### src/rtl/adder_pkg.sv
// Shared definitions for the digit-serial adder: FSM encoding and
// elaboration-time helpers for digit count and counter width.
package adder_pkg;

  typedef enum logic [1:0] {
    IDLE = 2'd0,
    RUN  = 2'd1,
    DONE = 2'd2
  } state_t;

  // Number of digit slots per operand; guarded so a bad DIGIT cannot divide by zero.
  function automatic int calc_ndig(input int width, input int digit);
    if (digit < 1) begin
      return 1;
    end
    return width / digit;
  endfunction

  function automatic int calc_cnt_w(input int ndig);
    if (ndig <= 1) begin
      return 1;
    end
    return $clog2(ndig);
  endfunction

endpackage

### src/rtl/adder_digit.sv
// Combinational DIGIT-bit ripple slice; also exposes the carry into its MSB
// so the caller can derive signed overflow on the final digit.
module adder_digit #(
  parameter int DIGIT = 2
) (
  input  logic [DIGIT-1:0] x,
  input  logic [DIGIT-1:0] y,
  input  logic             ci,
  output logic [DIGIT-1:0] s,
  output logic             co,
  output logic             c_msb
);

  logic [DIGIT:0] w_c;

  assign w_c[0] = ci;

  generate
    for (genvar gi = 0; gi < DIGIT; gi++) begin : g_fa
      full_adder u_fa (
        .i_a  (x[gi]),
        .i_b  (y[gi]),
        .i_ci (w_c[gi]),
        .o_s  (s[gi]),
        .o_co (w_c[gi+1])
      );
    end
  endgenerate

  assign co    = w_c[DIGIT];
  assign c_msb = w_c[DIGIT-1];

endmodule

### src/rtl/full_adder.sv
// Single-bit full adder cell, the building block of the digit slice.
module full_adder (
  input  logic i_a,
  input  logic i_b,
  input  logic i_ci,
  output logic o_s,
  output logic o_co
);

  logic w_p;

  assign w_p  = i_a ^ i_b;
  assign o_s  = w_p ^ i_ci;
  assign o_co = (i_a & i_b) | (i_ci & w_p);

endmodule

### src/rtl/digit_serial_adder.sv
// Digit-serial adder: adds WIDTH-bit operands plus carry-in over WIDTH/DIGIT
// cycles through one shared DIGIT-bit slice, with valid/ready on both sides.
module digit_serial_adder
  import adder_pkg::*;
#(
  parameter int WIDTH = 8,
  parameter int DIGIT = 2
) (
  input  logic             clk,
  input  logic             rst_n,
  input  logic             in_valid,
  output logic             in_ready,
  input  logic [WIDTH-1:0] a,
  input  logic [WIDTH-1:0] b,
  input  logic             cin,
  output logic             out_valid,
  input  logic             out_ready,
  output logic [WIDTH-1:0] sum,
  output logic             cout,
  output logic             overflow
);

  localparam int NDIG  = calc_ndig(WIDTH, DIGIT);
  localparam int CNT_W = calc_cnt_w(NDIG);
  localparam logic [CNT_W-1:0] LAST_CNT = CNT_W'(NDIG - 1);

  generate
    if (WIDTH < 1 || DIGIT < 1 || (WIDTH % DIGIT) != 0) begin : g_bad_params
      $fatal(1, "digit_serial_adder: DIGIT must be >= 1 and divide WIDTH exactly");
    end
  endgenerate

  state_t           r_state;
  state_t           w_state_next;
  logic [WIDTH-1:0] r_a;
  logic [WIDTH-1:0] r_b;
  logic [WIDTH-1:0] r_sum;
  logic [CNT_W-1:0] r_cnt;
  logic             r_carry;
  logic             r_cout;
  logic             r_ovf;

  logic             w_accept;
  logic             w_run_last;
  logic [DIGIT-1:0] w_s;
  logic             w_co;
  logic             w_c_msb;
  logic [WIDTH-1:0] w_sum_shift;

  adder_digit #(
    .DIGIT (DIGIT)
  ) u_slice (
    .x     (r_a[DIGIT-1:0]),
    .y     (r_b[DIGIT-1:0]),
    .ci    (r_carry),
    .s     (w_s),
    .co    (w_co),
    .c_msb (w_c_msb)
  );

  // New digit enters at the top; after NDIG shifts the first digit sits at bit 0.
  generate
    if (NDIG == 1) begin : g_single
      assign w_sum_shift = w_s;
    end else begin : g_multi
      assign w_sum_shift = {w_s, r_sum[WIDTH-1:DIGIT]};
    end
  endgenerate

  assign w_accept   = in_valid && in_ready;
  assign w_run_last = (r_state == RUN) && (r_cnt == LAST_CNT);

  always_comb begin
    w_state_next = r_state;
    in_ready     = 1'b0;
    out_valid    = 1'b0;
    case (r_state)
      IDLE: begin
        in_ready = 1'b1;
        if (in_valid) begin
          w_state_next = RUN;
        end
      end
      RUN: begin
        if (r_cnt == LAST_CNT) begin
          w_state_next = DONE;
        end
      end
      DONE: begin
        out_valid = 1'b1;
        if (out_ready) begin
          w_state_next = IDLE;
        end
      end
      default: begin
        w_state_next = IDLE;
      end
    endcase
  end

  always_ff @(posedge clk or negedge rst_n) begin
    if (!rst_n) begin
      r_state <= IDLE;
      r_a     <= '0;
      r_b     <= '0;
      r_sum   <= '0;
      r_cnt   <= '0;
      r_carry <= 1'b0;
      r_cout  <= 1'b0;
      r_ovf   <= 1'b0;
    end else begin
      r_state <= w_state_next;
      if (w_accept) begin
        r_a     <= a;
        r_b     <= b;
        r_carry <= cin;
        r_sum   <= '0;
        r_cnt   <= '0;
      end else if (r_state == RUN) begin
        r_a     <= r_a >> DIGIT;
        r_b     <= r_b >> DIGIT;
        r_carry <= w_co;
        r_sum   <= w_sum_shift;
        if (w_run_last) begin
          r_cout <= w_co;
          r_ovf  <= w_c_msb ^ w_co;
        end else begin
          r_cnt <= r_cnt + 1'b1;
        end
      end
    end
  end

  assign sum      = r_sum;
  assign cout     = r_cout;
  assign overflow = r_ovf;

endmodule

### config.mk
export PLATFORM = sky130hd
export DESIGN_NAME = digit_serial_adder
export DESIGN_NICKNAME = d
export VERILOG_FILES = /design/src/rtl/adder_pkg.sv /design/src/rtl/adder_digit.sv /design/src/rtl/full_adder.sv /design/src/rtl/digit_serial_adder.sv
export SDC_FILE = /design/constraint.sdc
export NUM_CORES = 1
export LEC_CHECK = 0
export ABC_CLOCK_PERIOD_IN_PS = 1570
export CAP_MARGIN = 20
export CORE_ASPECT_RATIO = 1.4
export CORE_MARGIN = 4
export CORE_UTILIZATION = 45
export CTS_CLUSTER_DIAMETER = 80
export DETAILED_ROUTE_END_ITERATION = 16
export GPL_TIMING_DRIVEN = 0
export PLACE_DENSITY = 0.75
export SLEW_MARGIN = 0
export SYNTH_ARGS = -nofsm -noshare
export SYNTH_HDL_FRONTEND = slang
export SYNTH_SLANG_ARGS = --single-unit
### constraint.sdc
create_clock -name clk -period 1.57 [get_ports clk]
set_clock_uncertainty 0.2 [all_clocks]
set_input_delay 0.157 -clock clk [delete_from_list [all_inputs] [get_ports clk]]
set_output_delay 0.157 -clock clk [all_outputs]
set_load 0.02 [all_outputs]
# Yosys cells after proc, flatten, opt, wreduce, memory -nomap -nowiden
# Index checks and enable logic that the tools add are counted.
# word_totals
reg_bits	31
input_bits	21
out_inout_bits	12
elab_cells	52
# classes
addsub	1
n_eq_ne	7
muxes	17
bitwise_logic	12
reduce_logical	7
# op_table
operator	n
$mux W8	6
$mux W2	6
$ne A2 B2 Y1 const B	4
$pmux W2 S3	1
$reduce_and A3 Y1	2
$xor A1 B1 Y1	5
$and A1 B1 Y1	4
$eq A2 B2 Y1 const B	2
$mux W1	4
$add A2 B1 Y2 const B	1
$eq A2 B1 Y1 const B	1
$logic_and A1 B1 Y1	2
$logic_not A2 Y1	1
$or A1 B1 Y1	2
$reduce_and A2 Y1	1
$reduce_bool A2 Y1	1
$not A1 Y1	1

# Depth between registers and ports, before layout
# Gate-level depths: netlist of the first run.
# depth
ltp_word	7
depth_mapped	5

# Cells and area by module
# A second synthesis of the first run with hierarchy kept.
# unflattened
hier_cells	121
hier_area_um2	1462.7
# by_module_without_submodules
module	n_inst	cells_per_inst	area_each_um2	seq_area_each_um2
digit_serial_adder	1	119	1422.6	775.7
full_adder	2	1	20.0	0.0

# Worst setup path before layout of the first run
# No wires, ideal clock.
# synth_timing
path_kind	flip-flop to flip-flop
from	reg r_carry
to	reg r_ovf, in the netlist overflow
t_arrival_ps	1420
required_ps	1245
setup_slack_ps	-175
path_stages_with_launch	6
path_buffers	0
synth_period_minus_slack_ps	1745
path_cell_list	dfrtp_1 -> fa_1 -> inv_1 -> fa_1 -> xnor2_1 -> mux2_2
# synth_via
elab_chain_cells	5
# synth_lines
item	line	text
start, declared	digit_serial_adder.sv:39	logic r_carry;
start signal, assigned	digit_serial_adder.sv:116	r_carry <= cin;
start signal, assigned	digit_serial_adder.sv:122	r_carry <= w_co;
$and A1 B1 Y1 *	full_adder.sv:14	assign o_co = (i_a & i_b) | (i_ci & w_p);
$or A1 B1 Y1 *	full_adder.sv:14	
$and A1 B1 Y1	full_adder.sv:14	
$or A1 B1 Y1	full_adder.sv:14	
$xor A1 B1 Y1 *	digit_serial_adder.sv:126	r_ovf <= w_c_msb ^ w_co;
end signal, assigned	digit_serial_adder.sv:126	
end, declared	digit_serial_adder.sv:41	logic r_ovf;
# Mark *: on every way between the ends. The rest lies on a longest branch, timed or not.
# A chain may end at the register's enable or synchronous reset.

# Final worst setup path of the first run
# Ends and elaborated chain as after synthesis.

==> results of run 1 <==
## final cells by class
type	instances	area [µm²]
fill	239	848
clock buffer	7	76.3
tap	39	48.8
timing repair buffer	54	519
sequential	31	777
inverter	14	52.6
buffer	11	119
multi-input combinational	72	737
clock inverter	1	5.00
## layer usage
layer	GRT usage (%)	up-vias
li1	-	594
met1	23.3	682
met2	34.4	43
met3	6.72	13
met4	6.50	0
met5	0	-
## Yosys cell counts (3+ instances only)
master    instances
a211o_1           4
a211oi_1          7
a222oi_1          4
a22o_1            7
buf_2             7
buf_6             3
dfrtp_1          31
inv_1            14
nor2b_1           4
nor3b_1           9
nor4b_1           8
nor4bb_1          5
## worst max path at each step
stage | start | cells after the start | end
6_report | r_carry$_DFFE_PN0P_ | 5 | overflow$_DFFE_PN0P_
2_1_floorplan | r_b[0]$_DFFE_PN0P_ | 5 | overflow$_DFFE_PN0P_
5_1_grt | r_carry$_DFFE_PN0P_ | 5 | overflow$_DFFE_PN0P_
4_1_cts | r_carry$_DFFE_PN0P_ | 5 | overflow$_DFFE_PN0P_
3_5_place_dp | r_state[0]$_DFFE_PN0P_ | 3 | in_ready
3_3_place_gp | rst_n | 1 | r_state[1]$_DFFE_PN0P_
## power by group through the flow
stage	registers, mW	clock network, mW	logic, mW
final	1.44	0.615	2.91
after global routing	1.48	0.669	3.13
after CTS	1.42	0.614	2.36
after detailed placement	1.44	0	2.15
after global placement	1.41	0	2.02
after floorplan	1.52	0	1.30
## through the flow
stage	setup slack (ns)	power [mW]
floorplan	-0.114	2.82
global placement	-0.392	3.43
detailed placement	-0.415	3.58
CTS	-0.184	4.39
global route	-0.247	5.29
finish	-0.207	4.97
## registers in the layout, indices dropped and copies added (netlist names)
signal and flops:
r_a 8, sum 8, r_b 8, cout 1, r_carry 1, r_cnt 2
overflow 1, r_state 2
## worst reg2reg max path: cells and delay by family, from the launching register on
| kind | cells | cell delay [ns] |
|---|---|---|
| adder cells (fa/ha/maj) | 2 | 0.64 |
| multiplexers | 1 | 0.27 |
| XOR/XNOR | 1 | 0.07 |
| flip-flops | 1 | 0.41 |
| buffers and inverters | 1 | 0.07 |
## cells by family after synthesis
logic type,count (synthesis)
simple gates,35
mux,2
xor+xnor,1
buf+inv,25
compound gates,31
fa+ha+maj,3
flops,31
## timing repair
item,4_1_cts,5_1_grt
setup endpoints to repair,16,29
gates resized for setup,34,30
setup buffers,7,14
pin swaps,3,11
==> reports/results.ini, run 1 <==
[run_status]
status = finished with violations
failed_checks = negative setup slack

[drt]
wl_met3_um = 236
drt-wirelength-per-cell_um = 20.0
routed.top_layer = met4
wl_met2_um = 2480
routed_via_density = 5.82
drcViolationCount = 0
met1_length_um = 1780
ant_nets = 0
drt_pass1_iterations = 4
dr_total_vias = 1332
drt_first_iter_violations = 52
totalWireLength_um = 4580

[grt]
grt_max_degree = 20
grt_pass1_wl_um = 6890
grt.total_usage_pct = 20.1
grt_pass1_vias = 1421
antenna_found_initial = 0
gr-total-overflow = 0

[power]
swShare_pct = 38.9
ir_drop_v = 0.00121
seq_power_share_pct = 29.0
clock_power_share_pct = 12.4
p_int_mw = 3.04
p_leak_nw = 1.11
pwr-share-comb_pct = 58.6
p_switching_mw = 1.93
p_per_area_nw_per_um2 = 2130

[die]
fp.dieW_um = 57.2
core_area_um2 = 3180
die_h_um = 76.9
num_rows = 24
dieArea_um2 = 4400
io-pin-count = 33
start_util_pct = 48.0

[critical_path]
cp_slowest_cell = dfrtp_1
slowest_delay_ns = 0.41
arrival_ns = 1.75
critPathKind = reg2reg
cp_top_family = adder cells
r2r_slack_ns = -0.21
cp-end-kind = flop
r2r_end = overflow$_DFFE_PN0P_
path_cells = fa_2 -> inv_2 -> fa_2 -> xnor2_1 -> mux2_2
critPathBufInv = 1
timing.rr.start = r_carry$_DFFE_PN0P_
path_max_fanout = 3
cpMostUsedCell = fa_2
crit_required_ns = 1.54
startpoint_type = flop
r2r_cells = 5

[logic_synthesis]
synth_nets = 152
yosys.area_share.simple_pct = 18.1
synth_top_cell_area_share_pct = 50.8
yosys.area.top_type = dfrtp_1
syn_avg_cell_area_um2 = 11.9
synth_top_family_by_area = simple AND/OR/NAND/NOR gates
ys_seq_area_share_pct = 50.8
synth.distinct_cells = 31
netlist_area_um2 = 1530
synth-main-ff-cell = dfrtp_1
synth-edff-count = 0
yosys_warnings = 0
ys_seq_elements = 31
synthTopCellsByArea = dfrtp_1 (51%), nor4b_1 (4.6%), nor3b_1 (4.4%)
synthMuxAreaShare_pct = 1.39
synth_compound_area_share_pct = 17.5
async_flop_share_pct = 100
synth_cells = 128
synth_fa_ha_area_share_pct = 3.44
synth_xor_xnor_area_share_pct = 0.574

[final_layout]
antenna_cells = 0
final_cells = 229
fin_area_um2 = 2330
drive_gt1_share_pct = 33.7
final_nets = 213
synthToLayoutAreaGrowth_pct = 53.0
final_core_util_pct = 73.3
final_common_cell = dfrtp_1
final_cell_mix = dfrtp_1 (30), clkdlybuf4s50_1 (21), buf_4 (17)

[clock_tree]
hold_buffers = 0
clock_latency_ns = 0.29
h-tree-depth = 2
clockBufferDepth = 2
cts_made_buffers = 5
cts_num_sinks = 31
cts_tree = done
clk_pin_slew_ns = 0.07
cts_root_buf = clkbuf_8

[timing]
setup_slack_ns = -0.207
rsz0062_at_grt = yes
drv_slew = 0
slew_headroom_pct = 50.3
tightest_slew_ns = 0.744
finalCriticalPeriod_ns = 1.78
max_freq_mhz = 563
fin_tns_setup_ns = -0.598
setup_viol = 6
hold_viol_final = 0
whs_ns = 0.109
period_share_pct = 113

[place]
hpwl_um = 2830
io_buffers = 32
dp.cells = 200
gp_congestion = 0.802
dpl_cell_area_um2 = 1930

[worst_hold_path]
min_path_type = in2async

[run]
maxCapViolations = 0

No activity file was read; power rests on OpenSTA's default activity.
==> run 2: changes to the inputs <==
- SKIP_CTS_REPAIR_TIMING: default -> 1
==> run 2 against run 1 <==
  * The run still ends with negative setup slack left
  * Count of clock-buffer cells in the layout unchanged
  * Die area unchanged
  * Design area about the same
  * Sequential share of layout area about the same
  * Hold slack got worse by 0.00066 ns
  * Core utilization about the same
==> reports/results.ini, run 2 (same netlist as run 1, synthesis figures left out) <==
[grt]
antenna_found_initial = 0  ; unchanged
gr-total-overflow = 0  ; unchanged
grt_pass1_wl_um = 6520  ; was 6890 µm
grt_pass1_vias = 1383  ; was 1421
grt_max_degree = 20  ; unchanged
grt.total_usage_pct = 19.0  ; was 20.1%

[drt]
drt_pass1_iterations = 5  ; was 4
drcViolationCount = 0  ; unchanged
dr_total_vias = 1369  ; was 1332
totalWireLength_um = 4500  ; was 4580 µm
routed_via_density = 6.06  ; was 5.82
drt-wirelength-per-cell_um = 19.9  ; was 20.0 µm
ant_nets = 0  ; unchanged
drt_first_iter_violations = 50  ; was 52

[final_layout]
final_nets = 210  ; was 213
fin_area_um2 = 2330  ; about the same
drive_gt1_share_pct = 33.2  ; was 33.7%
final_cell_mix = dfrtp_1 (30), clkdlybuf4s50_1 (21), buf_4 (19)  ; was dfrtp_1 (30), clkdlybuf4s50_1 (21), buf_4 (17)
antenna_cells = 0  ; unchanged
final_cells = 226  ; was 229
final_core_util_pct = 73.3  ; about the same
synthToLayoutAreaGrowth_pct = 52.9  ; was 53.0%
final_common_cell = dfrtp_1  ; unchanged

[clock_tree]
cts_root_buf = clkbuf_8  ; unchanged
cts_made_buffers = 5  ; unchanged
cts_tree = done  ; unchanged
cts_num_sinks = 31  ; unchanged
clk_pin_slew_ns = 0.07  ; about the same
clockBufferDepth = 2  ; unchanged
clock_latency_ns = 0.28  ; was 0.29 ns
h-tree-depth = 2  ; unchanged

[die]
die_h_um = 76.9  ; unchanged
core_area_um2 = 3180  ; unchanged
dieArea_um2 = 4400  ; unchanged
io-pin-count = 33  ; unchanged
fp.dieW_um = 57.2  ; unchanged
start_util_pct = 48.0  ; unchanged
num_rows = 24  ; unchanged

[place]
hpwl_um = 2830  ; unchanged
dp.cells = 200  ; unchanged
dpl_cell_area_um2 = 1930  ; unchanged
place_ws_ns = -0.415  ; unchanged
io_buffers = 32  ; unchanged
gp_congestion = 0.802  ; unchanged

[timing]
period_share_pct = 112  ; was 113%
drv_slew = 0  ; unchanged
slew_headroom_pct = 51.4  ; was 50.3%
setup_viol = 12  ; was 6
rsz0062_at_grt = yes  ; unchanged
tightest_slew_ns = 0.727  ; was 0.744 ns
setup_slack_ns = -0.191  ; was -0.207 ns
hold_viol_final = 0  ; unchanged
finalCriticalPeriod_ns = 1.76  ; was 1.78 ns
max_freq_mhz = 568  ; was 563 MHz

[critical_path]
path_cells = fa_2 -> inv_2 -> fa_2 -> xnor2_1 -> mux2_2  ; unchanged
r2r_slack_ns = -0.19  ; was -0.21 ns
r2r_end = overflow$_DFFE_PN0P_  ; unchanged
crit_required_ns = 1.54  ; about the same
arrival_ns = 1.73  ; was 1.75 ns
path_max_fanout = 3  ; unchanged
slowest_delay_ns = 0.40  ; was 0.41 ns
cp-end-kind = flop  ; unchanged
cpMostUsedCell = fa_2  ; unchanged
r2r_cells = 5  ; unchanged
cp_slowest_cell = dfrtp_1  ; unchanged
startpoint_type = flop  ; unchanged
timing.rr.start = r_carry$_DFFE_PN0P_  ; unchanged
crit_start = r_carry$_DFFE_PN0P_  ; unchanged
critPathKind = reg2reg  ; unchanged

[power]
ir_drop_v = 0.00145  ; was 0.00121 V
p_leak_nw = 1.19  ; was 1.11 nW
p_per_area_nw_per_um2 = 2090  ; was 2130 nW/µm²

[run_status]
failed_checks = negative setup slack  ; unchanged
status = finished with violations  ; unchanged

[worst_hold_path]
min_path_type = in2async  ; unchanged

[run]
maxCapViolations = 0  ; unchanged

==> run 2: cell count changes in the layout (fill, tap and decap cells not counted), moves of 2 or more <==
cell / change
dlygate4sd2_1: -9
buf_4: +2
dlymetal6s2s_1: +9
buf_6: -6
==> run 2: metal layers <==
metal  track usage, %  wire, µm  share of wire (%)  up-vias
met5                0         0                  0        -
li1                 -         -                  -      597
met3             6.05       196                4.4        7
met4             6.03        57                1.3        0
met2             32.5      2530                 56       46
met1             22.3      1720                 38      719
==> run 2: final cells by class <==
class,instances,area (µm²)
buffer,9,90.1
multi-input combinational,72,742
tap,39,48.8
sequential,31,777
clock buffer,7,76.3
fill,218,850
inverter,14,52.6
clock inverter,1,5.00
timing repair buffer,53,542
==> run 2: worst max path at each step <==
stage,endpoint,slack (ns),cells after the start
floorplan,overflow$_DFFE_PN0P_,-0.11,5
global placement,r_state[1]$_DFFE_PN0P_,-0.39,1
detailed placement,in_ready,-0.42,3
CTS,in_ready,-0.73,3
global route,overflow$_DFFE_PN0P_,-0.24,5
finish,overflow$_DFFE_PN0P_,-0.19,5
==> run 2: metrics by stage <==
| stage | TNS [ns] | hold slack, ns | power, mW |
|---|---|---|---|
| 6_report | -0.711 | 0.108 | 4.88 |
| 5_1_grt | -1.29 | 0.150 | 5.19 |
| 4_1_cts | -2.50 | 0.117 | 4.20 |
| 3_5_place_dp | -4.05 | 0.268 | 3.58 |
| 3_3_place_gp | -14.93 | 0.261 | 3.43 |
| 2_1_floorplan | -0.219 | -0.339 | 2.82 |
==> run 2: critical path: cells and delay by family (launching register included) <==
kind	cells	cell delay [ns]
DFF	1	0.40
buffers and inverters	1	0.07
muxes	1	0.27
adders and majority gates	2	0.63
xor gates and xnor gates	1	0.07
==> run 2: where the power goes <==
part           switching (mW)  leakage [nW]  internal, mW
clock                   0.298        0.0422         0.311
sequential              0.257         0.381          1.18
combinational            1.34         0.763          1.50
